$ cat config.mk
export PLATFORM = sky130hd
export DESIGN_NAME = cmd_ack_packer
export DESIGN_NICKNAME = d
export VERILOG_FILES = /design/src/rtl/ack_pkg.sv /design/src/rtl/ack_payload_mux.sv /design/src/rtl/cmd_ack_packer.sv
export SDC_FILE = /design/constraint.sdc
export NUM_CORES = 1
export LEC_CHECK = 0
export CAP_MARGIN = 20
export CORE_AREA = 3 3 199 104
export DETAILED_ROUTE_END_ITERATION = 8
export DIE_AREA = 0 0 202 107
export GPL_TIMING_DRIVEN = 0
export PLACE_DENSITY = 0.44
export SLEW_MARGIN = 30
export SYNTH_ARGS = -nofsm -noshare
export SYNTH_HDL_FRONTEND = slang
export SYNTH_HIERARCHICAL = 1
export SYNTH_SLANG_ARGS = --single-unit
export TNS_END_PERCENT = 20
$ cat constraint.sdc
create_clock -name clk -period 4.5 [get_ports clk]
set_clock_uncertainty 0.1 [all_clocks]
set_input_delay 0.9 -clock clk [delete_from_list [all_inputs] [get_ports clk]]
set_output_delay 0.9 -clock clk [all_outputs]
set_load 0.1 [all_outputs]
$ cat src/rtl/ack_pkg.sv
// Shared codes, frame constants and FSM encoding for the command reply packer.
package ack_pkg;

  localparam int unsigned CODE_W = 6;
  localparam int unsigned IDX_W  = 3;

  // Parser state codes
  localparam logic [CODE_W-1:0] ST_FREE        = 6'h00;
  localparam logic [CODE_W-1:0] ST_CHECK       = 6'h01;
  localparam logic [CODE_W-1:0] ST_CONFIG      = 6'h02;
  localparam logic [CODE_W-1:0] ST_START       = 6'h04;
  localparam logic [CODE_W-1:0] ST_STOP        = 6'h08;
  localparam logic [CODE_W-1:0] ST_CALIBRATION = 6'h10;
  localparam logic [CODE_W-1:0] ST_STOP_CALI   = 6'h20;
  localparam logic [CODE_W-1:0] ST_TRIGGER_OUT = 6'h21;

  // Host command codes
  localparam logic [15:0] CMD_CHECK       = 16'h0001;
  localparam logic [15:0] CMD_CONFIG      = 16'h0002;
  localparam logic [15:0] CMD_START       = 16'h0003;
  localparam logic [15:0] CMD_STOP        = 16'h0004;
  localparam logic [15:0] CMD_CALIBRATION = 16'h0005;
  localparam logic [15:0] CMD_STOP_CALI   = 16'h0006;
  localparam logic [15:0] CMD_TRIGGER_OUT = 16'h0105;
  localparam logic [15:0] REPLY_BIT       = 16'h8000;

  localparam logic [7:0] HDR_BYTE  = 8'h3A;
  localparam logic [7:0] TAIL_BYTE = 8'h0A;

  // Payload byte counts
  localparam logic [IDX_W-1:0] LEN_CHECK  = 3'd4;
  localparam logic [IDX_W-1:0] LEN_CONFIG = 3'd5;
  localparam logic [IDX_W-1:0] LEN_SHORT  = 3'd1;

  typedef enum logic [3:0] {
    S_IDLE, S_HDR, S_LEN, S_CMD, S_PAY, S_CSUM, S_TAIL, S_DONE, S_WAIT_FREE
  } fsm_e;

  // Configuration snapshot taken when a command is captured
  typedef struct packed {
    logic [7:0]  laser;
    logic [7:0]  samp;
    logic [7:0]  freq;
    logic [15:0] rate;
    logic [7:0]  trig;
  } cfg_t;

  // True for every code that produces a reply
  function automatic logic is_known(input logic [CODE_W-1:0] code);
    case (code)
      ST_CHECK, ST_CONFIG, ST_START, ST_STOP,
      ST_CALIBRATION, ST_STOP_CALI, ST_TRIGGER_OUT: is_known = 1'b1;
      default:                                      is_known = 1'b0;
    endcase
  endfunction

  // Request command word for a parser state code
  function automatic logic [15:0] cmd_of(input logic [CODE_W-1:0] code);
    case (code)
      ST_CHECK:       cmd_of = CMD_CHECK;
      ST_CONFIG:      cmd_of = CMD_CONFIG;
      ST_START:       cmd_of = CMD_START;
      ST_STOP:        cmd_of = CMD_STOP;
      ST_CALIBRATION: cmd_of = CMD_CALIBRATION;
      ST_STOP_CALI:   cmd_of = CMD_STOP_CALI;
      ST_TRIGGER_OUT: cmd_of = CMD_TRIGGER_OUT;
      default:        cmd_of = 16'h0000;
    endcase
  endfunction

endpackage

$ cat src/rtl/ack_payload_mux.sv
// Payload byte and payload length lookup for a captured command.
module ack_payload_mux import ack_pkg::*; #(
  parameter logic [7:0] FW_VERSION = 8'h12
) (
  input  logic [CODE_W-1:0] code_i,
  input  logic [IDX_W-1:0]  idx_i,
  input  cfg_t              cfg_i,
  output logic [7:0]        byte_o,
  output logic [IDX_W-1:0]  len_o
);

  // Select payload byte idx_i of the reply for code_i
  always_comb begin
    byte_o = 8'h00;
    len_o  = '0;
    case (code_i)
      ST_CHECK: begin
        len_o = LEN_CHECK;
        case (idx_i)
          3'd0:    byte_o = cfg_i.laser;
          3'd1:    byte_o = cfg_i.samp;
          3'd2:    byte_o = cfg_i.freq;
          3'd3:    byte_o = FW_VERSION;
          default: byte_o = 8'h00;
        endcase
      end
      ST_CONFIG: begin
        len_o = LEN_CONFIG;
        case (idx_i)
          3'd0:    byte_o = cfg_i.laser;
          3'd1:    byte_o = cfg_i.samp;
          3'd2:    byte_o = cfg_i.freq;
          3'd3:    byte_o = cfg_i.rate[7:0];
          3'd4:    byte_o = cfg_i.rate[15:8];
          default: byte_o = 8'h00;
        endcase
      end
      ST_TRIGGER_OUT: begin
        len_o  = LEN_SHORT;
        byte_o = cfg_i.trig;
      end
      ST_START, ST_STOP, ST_CALIBRATION, ST_STOP_CALI: begin
        len_o  = LEN_SHORT;
        byte_o = 8'h00;
      end
      default: begin
        len_o  = '0;
        byte_o = 8'h00;
      end
    endcase
  end

endmodule

$ cat src/rtl/cmd_ack_packer.sv
// Reply framer: captures a parser command and streams 3A/LEN/CMD/payload/CSUM/0A
// into the TX FIFO, then pulses state_flag. Optional stall timeout abort is
// enabled with the ACK_TX_TIMEOUT_EN macro.
module cmd_ack_packer import ack_pkg::*; #(
  parameter logic [7:0]  FW_VERSION     = 8'h12,
  parameter int unsigned TIMEOUT_CYCLES = 50000
) (
  input  logic        clk,
  input  logic        rst,
  input  logic [5:0]  state,
  input  logic [7:0]  laser_channel_data,
  input  logic [7:0]  sampling_channel_data,
  input  logic [7:0]  sampling_frequency_data,
  input  logic [15:0] channel_samp_frequency,
  input  logic [7:0]  trigger_out_data,
  output logic [7:0]  tx_data,
  output logic        tx_valid,
  input  logic        tx_ready,
  output logic        state_flag,
  output logic        busy,
  output logic        tx_err
);

  // A zero limit would abort every stalled byte immediately
  if (TIMEOUT_CYCLES == 0) begin : g_bad_cfg
    $error("cmd_ack_packer: TIMEOUT_CYCLES must be non-zero");
  end

  fsm_e              fsm_q, fsm_d;
  logic [CODE_W-1:0] code_q, code_d;
  cfg_t              cfg_q, cfg_d;
  logic [IDX_W-1:0]  idx_q, idx_d;
  logic [7:0]        sum_q, sum_d;
  logic [7:0]        tx_data_q, tx_data_d;
  logic              tx_valid_q, tx_valid_d;
  logic              state_flag_q, state_flag_d;
  logic              busy_q, busy_d;

  logic              accept_c;
  logic [IDX_W-1:0]  pay_idx_c;
  logic [7:0]        pay_byte_c;
  logic [IDX_W-1:0]  pay_len_c;
  logic [7:0]        sum_next_c;
  logic [15:0]       rcmd_c;

`ifdef ACK_TX_TIMEOUT_EN
  localparam int unsigned TO_W = $clog2(TIMEOUT_CYCLES + 1);
  logic [TO_W-1:0] to_cnt_q, to_cnt_d;
  logic            tx_err_q, tx_err_d;
`endif

  assign accept_c   = tx_valid_q && tx_ready;
  assign sum_next_c = sum_q + tx_data_q;
  assign rcmd_c     = cmd_of(code_q) | REPLY_BIT;
  // Index of the payload byte to be loaded on the next accept
  assign pay_idx_c  = (fsm_q == S_PAY) ? idx_q + IDX_W'(1) : '0;

  ack_payload_mux #(.FW_VERSION(FW_VERSION)) u_pay (
    .code_i (code_q),
    .idx_i  (pay_idx_c),
    .cfg_i  (cfg_q),
    .byte_o (pay_byte_c),
    .len_o  (pay_len_c)
  );

  // Next-state, next output byte and checksum accumulation
  always_comb begin
    fsm_d        = fsm_q;
    code_d       = code_q;
    cfg_d        = cfg_q;
    idx_d        = idx_q;
    sum_d        = sum_q;
    tx_data_d    = tx_data_q;
    tx_valid_d   = tx_valid_q;
    state_flag_d = 1'b0;
    busy_d       = busy_q;
`ifdef ACK_TX_TIMEOUT_EN
    to_cnt_d     = to_cnt_q;
    tx_err_d     = 1'b0;
`endif

    unique case (fsm_q)
      S_IDLE: begin
        if (is_known(state)) begin
          fsm_d  = S_HDR;
          code_d = state;
          cfg_d  = '{laser: laser_channel_data, samp: sampling_channel_data,
                     freq: sampling_frequency_data, rate: channel_samp_frequency,
                     trig: trigger_out_data};
          idx_d  = '0;
          sum_d  = '0;
          busy_d = 1'b1;
        end
      end
      S_HDR: begin
        if (!tx_valid_q) begin
          tx_valid_d = 1'b1;
          tx_data_d  = HDR_BYTE;
        end else if (accept_c) begin
          fsm_d     = S_LEN;
          idx_d     = '0;
          sum_d     = sum_next_c;
          tx_data_d = 8'(pay_len_c);
        end
      end
      S_LEN: begin
        if (accept_c) begin
          sum_d = sum_next_c;
          if (idx_q == IDX_W'(3)) begin
            fsm_d     = S_CMD;
            idx_d     = '0;
            tx_data_d = rcmd_c[7:0];
          end else begin
            // Payloads never exceed 255 bytes, so upper length bytes are zero
            idx_d     = idx_q + IDX_W'(1);
            tx_data_d = 8'h00;
          end
        end
      end
      S_CMD: begin
        if (accept_c) begin
          sum_d = sum_next_c;
          if (idx_q == '0) begin
            idx_d     = IDX_W'(1);
            tx_data_d = rcmd_c[15:8];
          end else begin
            fsm_d     = S_PAY;
            idx_d     = '0;
            tx_data_d = pay_byte_c;
          end
        end
      end
      S_PAY: begin
        if (accept_c) begin
          sum_d = sum_next_c;
          if (idx_q == pay_len_c - IDX_W'(1)) begin
            fsm_d     = S_CSUM;
            tx_data_d = ~sum_next_c + 8'd1;
          end else begin
            idx_d     = idx_q + IDX_W'(1);
            tx_data_d = pay_byte_c;
          end
        end
      end
      S_CSUM: begin
        if (accept_c) begin
          fsm_d     = S_TAIL;
          tx_data_d = TAIL_BYTE;
        end
      end
      S_TAIL: begin
        if (accept_c) begin
          fsm_d        = S_DONE;
          tx_valid_d   = 1'b0;
          tx_data_d    = 8'h00;
          state_flag_d = 1'b1;
        end
      end
      S_DONE: begin
        fsm_d = S_WAIT_FREE;
      end
      S_WAIT_FREE: begin
        if (state == ST_FREE) begin
          fsm_d  = S_IDLE;
          busy_d = 1'b0;
        end
      end
      default: begin
        fsm_d = S_IDLE;
      end
    endcase

`ifdef ACK_TX_TIMEOUT_EN
    // Abort the frame once a byte has been stalled for TIMEOUT_CYCLES
    if (tx_valid_q && !tx_ready) begin
      if (to_cnt_q == TO_W'(TIMEOUT_CYCLES - 1)) begin
        fsm_d        = S_WAIT_FREE;
        tx_valid_d   = 1'b0;
        tx_data_d    = 8'h00;
        tx_err_d     = 1'b1;
        state_flag_d = 1'b1;
        to_cnt_d     = '0;
      end else begin
        to_cnt_d = to_cnt_q + TO_W'(1);
      end
    end else begin
      to_cnt_d = '0;
    end
`endif
  end

  // State and output registers
  always_ff @(posedge clk) begin
    if (rst) begin
      fsm_q        <= S_IDLE;
      code_q       <= '0;
      cfg_q        <= '0;
      idx_q        <= '0;
      sum_q        <= '0;
      tx_data_q    <= '0;
      tx_valid_q   <= 1'b0;
      state_flag_q <= 1'b0;
      busy_q       <= 1'b0;
`ifdef ACK_TX_TIMEOUT_EN
      to_cnt_q     <= '0;
      tx_err_q     <= 1'b0;
`endif
    end else begin
      fsm_q        <= fsm_d;
      code_q       <= code_d;
      cfg_q        <= cfg_d;
      idx_q        <= idx_d;
      sum_q        <= sum_d;
      tx_data_q    <= tx_data_d;
      tx_valid_q   <= tx_valid_d;
      state_flag_q <= state_flag_d;
      busy_q       <= busy_d;
`ifdef ACK_TX_TIMEOUT_EN
      to_cnt_q     <= to_cnt_d;
      tx_err_q     <= tx_err_d;
`endif
    end
  end

  assign tx_data    = tx_data_q;
  assign tx_valid   = tx_valid_q;
  assign state_flag = state_flag_q;
  assign busy       = busy_q;
`ifdef ACK_TX_TIMEOUT_EN
  assign tx_err     = tx_err_q;
`else
  assign tx_err     = 1'b0;
`endif

endmodule

# Word level (Yosys, flattened, before mapping)

Cells that the tools add are included.

Memories: 0
Bits in writable memories: 0
Bits in latches: 0
Output and inout port bits: 12
Memory bits (read-only): 0
Flip-flop bits (word level): 80

Magnitude comparators: 0
Divide/modulo/power cells: 0
Muxes and demuxes: 52
Reductions and logical operators: 21
Add/sub/neg operators: 4
Bitwise operators: 2
Equality and inequality tests: 42
Multiply operators: 0
Shift operators: 0

Operator list:

| cell                                                | count |
|---|---|
| 2-to-1 mux 8 bit                                    | 13 |
| case mux 9 bit (7 select lines)                     | 1 |
| 2-to-1 mux 4 bit                                    | 12 |
| case mux 8 bit (3 select lines)                     | 2 |
| case mux 8 bit (6 select lines)                     | 1 |
| case mux 8 bit (5 select lines)                     | 1 |
| case mux 4 bit (9 select lines)                     | 1 |
| case mux 8 bit (4 select lines)                     | 1 |
| 2-to-1 mux 3 bit                                    | 9 |
| equality test 6 bit, second input constant          | 4 |
| != test 2 bit, second input constant                | 12 |
| equality test 4 x 3 -> 1 bit, second input constant | 4 |
| case mux 3 bit (5 select lines)                     | 1 |
| equality test 6 x 1 -> 1 bit, second input constant | 2 |
| equality test 6 x 2 -> 1 bit, second input constant | 2 |
| equality test 6 x 3 -> 1 bit, second input constant | 2 |
| equality test 6 x 4 -> 1 bit, second input constant | 2 |
| equality test 6 x 5 -> 1 bit, second input constant | 2 |
| AND reduction 12 bit                                | 1 |
| equality test 3 x 2 -> 1 bit, second input constant | 3 |
| case mux 3 bit (3 select lines)                     | 1 |
| adder 8 x 1 -> 8 bit, second input constant         | 1 |
| adder 8 bit                                         | 1 |
| equality test 4 x 2 -> 1 bit, second input constant | 2 |
| 29 further kinds                                    | 40 |

# Longest topological paths before layout

Depth after elaboration: 8
Depth in mapped cells: 14
Gate-level depth less buffers: 12

# By module

Netlist, hierarchy kept.

Modules (own cells, without submodules):

| module          | seq. area each (µm²) | cells an instance | area each (µm²) | times used |
|---|---|---|---|---|
| cmd_ack_packer  | 1601.5               | 534               | 4096.4          | 1 |
| ack_payload_mux | 0.0                  | 88                | 616.8           | 1 |

# Least setup slack after synthesis

Ideal clock, no wire load.

Kind: register to register
From: register tx_data_q[0], in the netlist tx_data[0]
To: register tx_data_q[5], in the netlist tx_data[5]
Arrival time: 2.750 ns
Cell stages (with the launch flop): 9
Slack: 1.527 ns
Data required time: 4.277 ns
Path through: dfxtp_1 ha_1 fa_1 a211oi_1 nor2_1 o221ai_1 xnor3_1 a221oi_1 nor2_1

Word-level cells in the longest chain between the ends: 6

RTL lines:

| what                            | line                  | RTL |
|---|---|---|
| start: declaration              | cmd_ack_packer.sv:34  | `logic [7:0] tx_data_q, tx_data_d;` |
| start signal: assignment        | cmd_ack_packer.sv:214 | `tx_data_q <= tx_data_d;` |
| adder 8 bit                     | cmd_ack_packer.sv:53  | `assign sum_next_c = sum_q + tx_data_q;` |
| inverter 8 bit                  | cmd_ack_packer.sv:138 | `tx_data_d = ~sum_next_c + 8'd1;` |
| adder 8 x 1 -> 8 bit            | cmd_ack_packer.sv:138 |  |
| 2-to-1 mux 8 bit                | cmd_ack_packer.sv:136 | `if (idx_q == pay_len_c - IDX_W'(1)) begin` |
| 2-to-1 mux 8 bit                | cmd_ack_packer.sv:134 | `if (accept_c) begin` |
| case mux 8 bit (6 select lines) | cmd_ack_packer.sv:82  | `unique case (fsm_q)` |

Every way passes these cells. The select of a mux whose other input is x is not followed.
A chain may end at the register's enable or synchronous reset.

# Worst setup path in the final report

From: register fsm_q[0]
To: register tx_data_q[6], in the netlist tx_data[6]

Word-level cells in the longest chain between the ends: 8
Elaborated cells between the ends (all ways): 28
Classes of those cells: eq/ne: 16; mux: 9; reduce/logical: 3

RTL lines:

| what                                                                                      | line                                         | RTL |
|---|---|---|
| start: declaration                                                                        | cmd_ack_packer.sv:29                         | `fsm_e fsm_q, fsm_d;` |
| start signal: assignment                                                                  | cmd_ack_packer.sv:209                        | `fsm_q <= fsm_d;` |
| equality test 4 x 3 -> 1 bit (*)                                                          | cmd_ack_packer.sv:56                         | `assign pay_idx_c = (fsm_q == S_PAY) ? idx_q + IDX_W'(1) : '0;` |
| 2-to-1 mux 3 bit (*)                                                                      | cmd_ack_packer.sv:56                         |  |
| net pay_idx_c[1]                                                                          | cmd_ack_packer.sv:40                         | `logic [IDX_W-1:0] pay_idx_c;` |
| equality test 3 bit, or another cell as far along                                         | ack_payload_mux.sv:29                        | `case (idx_i)` |
| case mux 8 bit (5 select lines) / case mux 8 bit (4 select lines) (equally long branches) | ack_payload_mux.sv:29, ack_payload_mux.sv:19 |  |
| case mux 8 bit (3 select lines) (*)                                                       | ack_payload_mux.sv:16                        | `case (code_i)` |
| net pay_byte_c[6]                                                                         | cmd_ack_packer.sv:41                         | `logic [7:0] pay_byte_c;` |
| 2-to-1 mux 8 bit (on tied branches)                                                       | cmd_ack_packer.sv:136, cmd_ack_packer.sv:123 |  |
| 2-to-1 mux 8 bit (on tied branches)                                                       | cmd_ack_packer.sv:134, cmd_ack_packer.sv:121 |  |
| case mux 8 bit (6 select lines) (*)                                                       | cmd_ack_packer.sv:82                         |  |

Mark *: on every way through the listed nets, which the timed path passes. The rest lies on a longest branch. The select of a mux whose other input is x is not followed.

==> impl_metrics.env <==
export IMPL_slew_limit_headroom_pct=32.4
export IMPL_wl_per_cell_um=17.5
export IMPL_path_clk_slew_ps=70
export IMPL_cts_root_buf="clkbuf_16"
export IMPL_setup_viol_count_final=0
export IMPL_gp_congestion=0.894
export IMPL_die_height_um=107
export IMPL_layout_commonest_cell="nand2_1"
export IMPL_synth_area_per_cell_um2=7.58
export IMPL_switching_share_pct=31.8
export IMPL_fmax_mhz=264
export IMPL_power_frac_clock_pct=39.2
export IMPL_grtUsageTotal_pct=15.8
export IMPL_finalCritPeriodShare_pct=84.3
export IMPL_numCtsBuffers=9
export IMPL_syn_num_nets=693
export IMPL_antenna_left=0
export IMPL_clk_latency_ps=340
export IMPL_finalPower_mw=1.85
export IMPL_top_usage_layer="met1"
export IMPL_drt_pre_antenna_iters=6
export IMPL_combPwrFrac_pct=19.6
export IMPL_cts_setup_buffers=0
export IMPL_p_sw_mw=0.588
export IMPL_antenna_found_initial=0
export IMPL_dieArea_um2=21600
export IMPL_ys_seq_area_share_pct=34.0
export IMPL_ios=69
export IMPL_crit_required_ps=4620
export IMPL_grt_met1_usage_pct=26.7
export IMPL_clockBufferDepth=2
export IMPL_crit_path_start_kind="flop"
export IMPL_cts_hold_buf=0
export IMPL_grt_pass1_wl_um=26100
export IMPL_synth_cells=622
export IMPL_tns_ps=0
export IMPL_max_cap_viol_count=0
export IMPL_final_max_slew_viol_count=0
export IMPL_arrival_ps=3920
export IMPL_hold_viol=0
export IMPL_synth_edf_count=0
export IMPL_core_um2=19100
export IMPL_htree_num_levels=3
export IMPL_grt_max_degree=17
export IMPL_grtUsageMet2_pct=18.9
export IMPL_final_cell_mix="nand2_1, a21oi_1, dfxtp_1"
export IMPL_synth_seq_cells=80
export IMPL_clock_sinks=80
export IMPL_start_util_pct=24.6
export IMPL_ir_drop_mv=0.160
export IMPL_grt_pass1_vias=4495
export IMPL_vias=4900
export IMPL_global_route_usage_met3_pct=3.88
export IMPL_p_leak_nw=2.08
export IMPL_overflow=0
export IMPL_worstMarginPinSlew_ps=1010
export IMPL_portBuffers=67
export IMPL_hp_class="flop to flop"
export IMPL_syn_area_um2=4710
export IMPL_yosysUniqueCellTypes=76
export IMPL_post_route_min_period_ps=3790
export IMPL_post_dp_hpwl_um=13600
export IMPL_vias_per_cell=5.04
export IMPL_yosys_warnings=6
export IMPL_drt_initial_drc_count=629
export IMPL_crit_type="flop to flop"
export IMPL_cts_resized=0
export IMPL_area_growth_pct=27.7
export IMPL_rows=36
export IMPL_drc=0
export IMPL_cp_max_fo=10
export IMPL_cts_tree="yes"
export IMPL_nets=771
export IMPL_endpoint_kind="flop"
export IMPL_sequentialPowerShare_pct=41.1
export IMPL_synth_async_reset_ratio_pct=0
export IMPL_layout_drive_gt1_share_pct=8.09
export IMPL_intPower_mw=1.26
export IMPL_pwr_density_cell_nw_per_um2=307
export IMPL_drt_wl_total_um=17000
export IMPL_die_w_um=202
export IMPL_synth_flop_cell="dfxtp_1"
export IMPL_rsz0062_at_grt="no"
export IMPL_status="finished, final reports clean"
-- path summary, 6_finish.rpt --
kind	slack, ps	start	end	cells past startpoint
setup reg to reg	710	fsm_q[0]	tx_data[6]	12
setup / recovery	710	fsm_q[0]	tx_data[6]	12
hold reg to reg	360	cfg_q[34]	cfg_q[34]	2
hold / removal	360	cfg_q[34]	cfg_q[34]	2
-- cell families after synthesis --
family                     Yosys count  synth area share [%]
AOI/OAI and AO/OA                  182                  24.1
and+or+nand+nor                    265                  27.4
buffers and inverters               54                  5.26
xor gates and xnor gates            16                  3.27
muxes                                9                  1.96
DFF                                 80                  34.0
adders and majority gates           14                  3.88
other                                2                 0.159
-- flip-flops by register name (all words and copies together) (netlist names) --
signal and count:
busy 1, cfg_q 48, code_q 6, fsm_q 4, idx_q 3, state_flag 1
sum_q 8, tx_data 8, tx_valid 1
-- per-stage QoR --
step	setup slack (ps)	cells	cell area, um2	hold slack (ps)	util (%)
2_1_floorplan	1530	622	4710	332	-
3_3_place_gp	598	955	5720	343	29.9
3_5_place_dp	558	955	5720	348	29.9
4_1_cts	764	971	6010	358	31.4
5_1_grt	566	971	6020	382	31.4
6_report	708	972	6020	355	31.5
-- worst max-delay path: stages, from the launching register on --
cell	delay, ps
dfxtp_1	310
buf_6	130
or2_1	240
buf_6	140
nor2_1	290
and2_1	200
clkbuf_1	410
buf_1	450
o21ai_0	310
a222oi_1	340
o21ai_0	220
a32o_1	260
a211o_1	280
-- cell usage after synthesis (3+ instances only) --
library cell,n,area [um2]
nor4bb_1,3,30.0
buf_2,12,60.1
buf_4,4,30.0
nor4_1,5,31.3
clkbuf_1,19,71.3
nor4b_1,5,43.8
a221oi_1,6,52.6
nor2_1,37,139
a31oi_1,4,25.0
dfxtp_1,80,1600
nand2_1,142,533
nor3_1,7,35.0
a22oi_1,4,30.0
o21a_1,4,30.0
a21oi_1,84,420
and2_1,4,25.0
o21ai_0,31,155
a311oi_1,3,26.3
nand2b_1,7,43.8
xnor2_1,5,43.8
nand3b_1,6,45.0
nor3_4,3,48.8
or2_2,4,25.0
inv_1,15,56.3
mux2i_1,7,70.1
ha_1,13,163
and3_1,3,18.8
a222oi_1,5,50.1
nand4_1,4,25.0
nor3b_1,3,22.5
nand3_1,16,80.1
a211oi_1,10,75.1
xor2_1,10,87.6
a21boi_0,4,30.0
o21ai_1,4,20.0
-- cell type report --
cell class / instances / area (um2)
timing repair buffer: 67 / 671
clock inverter: 7 / 60.1
buffer: 39 / 191
fill: 2044 / 13100
clock buffer: 9 / 225
inverter: 15 / 56.3
antenna: 1 / 2.50
tap: 266 / 333
multi-input combinational: 488 / 2880
sequential: 80 / 1600
-- metal layers --
metal | share of wire (%) | vias up | routed length, um
li1 | - | 2383 | -
met1 | 55 | 2314 | 9430
met2 | 35 | 199 | 5980
met3 | 9.3 | 4 | 1590
met4 | 0.26 | 0 | 45
met5 | 0 | - | 0
-- power groups by stage --
| stage | combinational (mW) | sequential (mW) | clock [mW] |
|---|---|---|---|
| floorplan | 0.185 | 0.810 | 0 |
| global placement | 0.354 | 0.777 | 0 |
| detailed placement | 0.356 | 0.777 | 0 |
| CTS | 0.359 | 0.761 | 0.747 |
| global route | 0.393 | 0.765 | 0.777 |
| finish | 0.363 | 0.761 | 0.726 |
(Power assumes the default switching activity.)
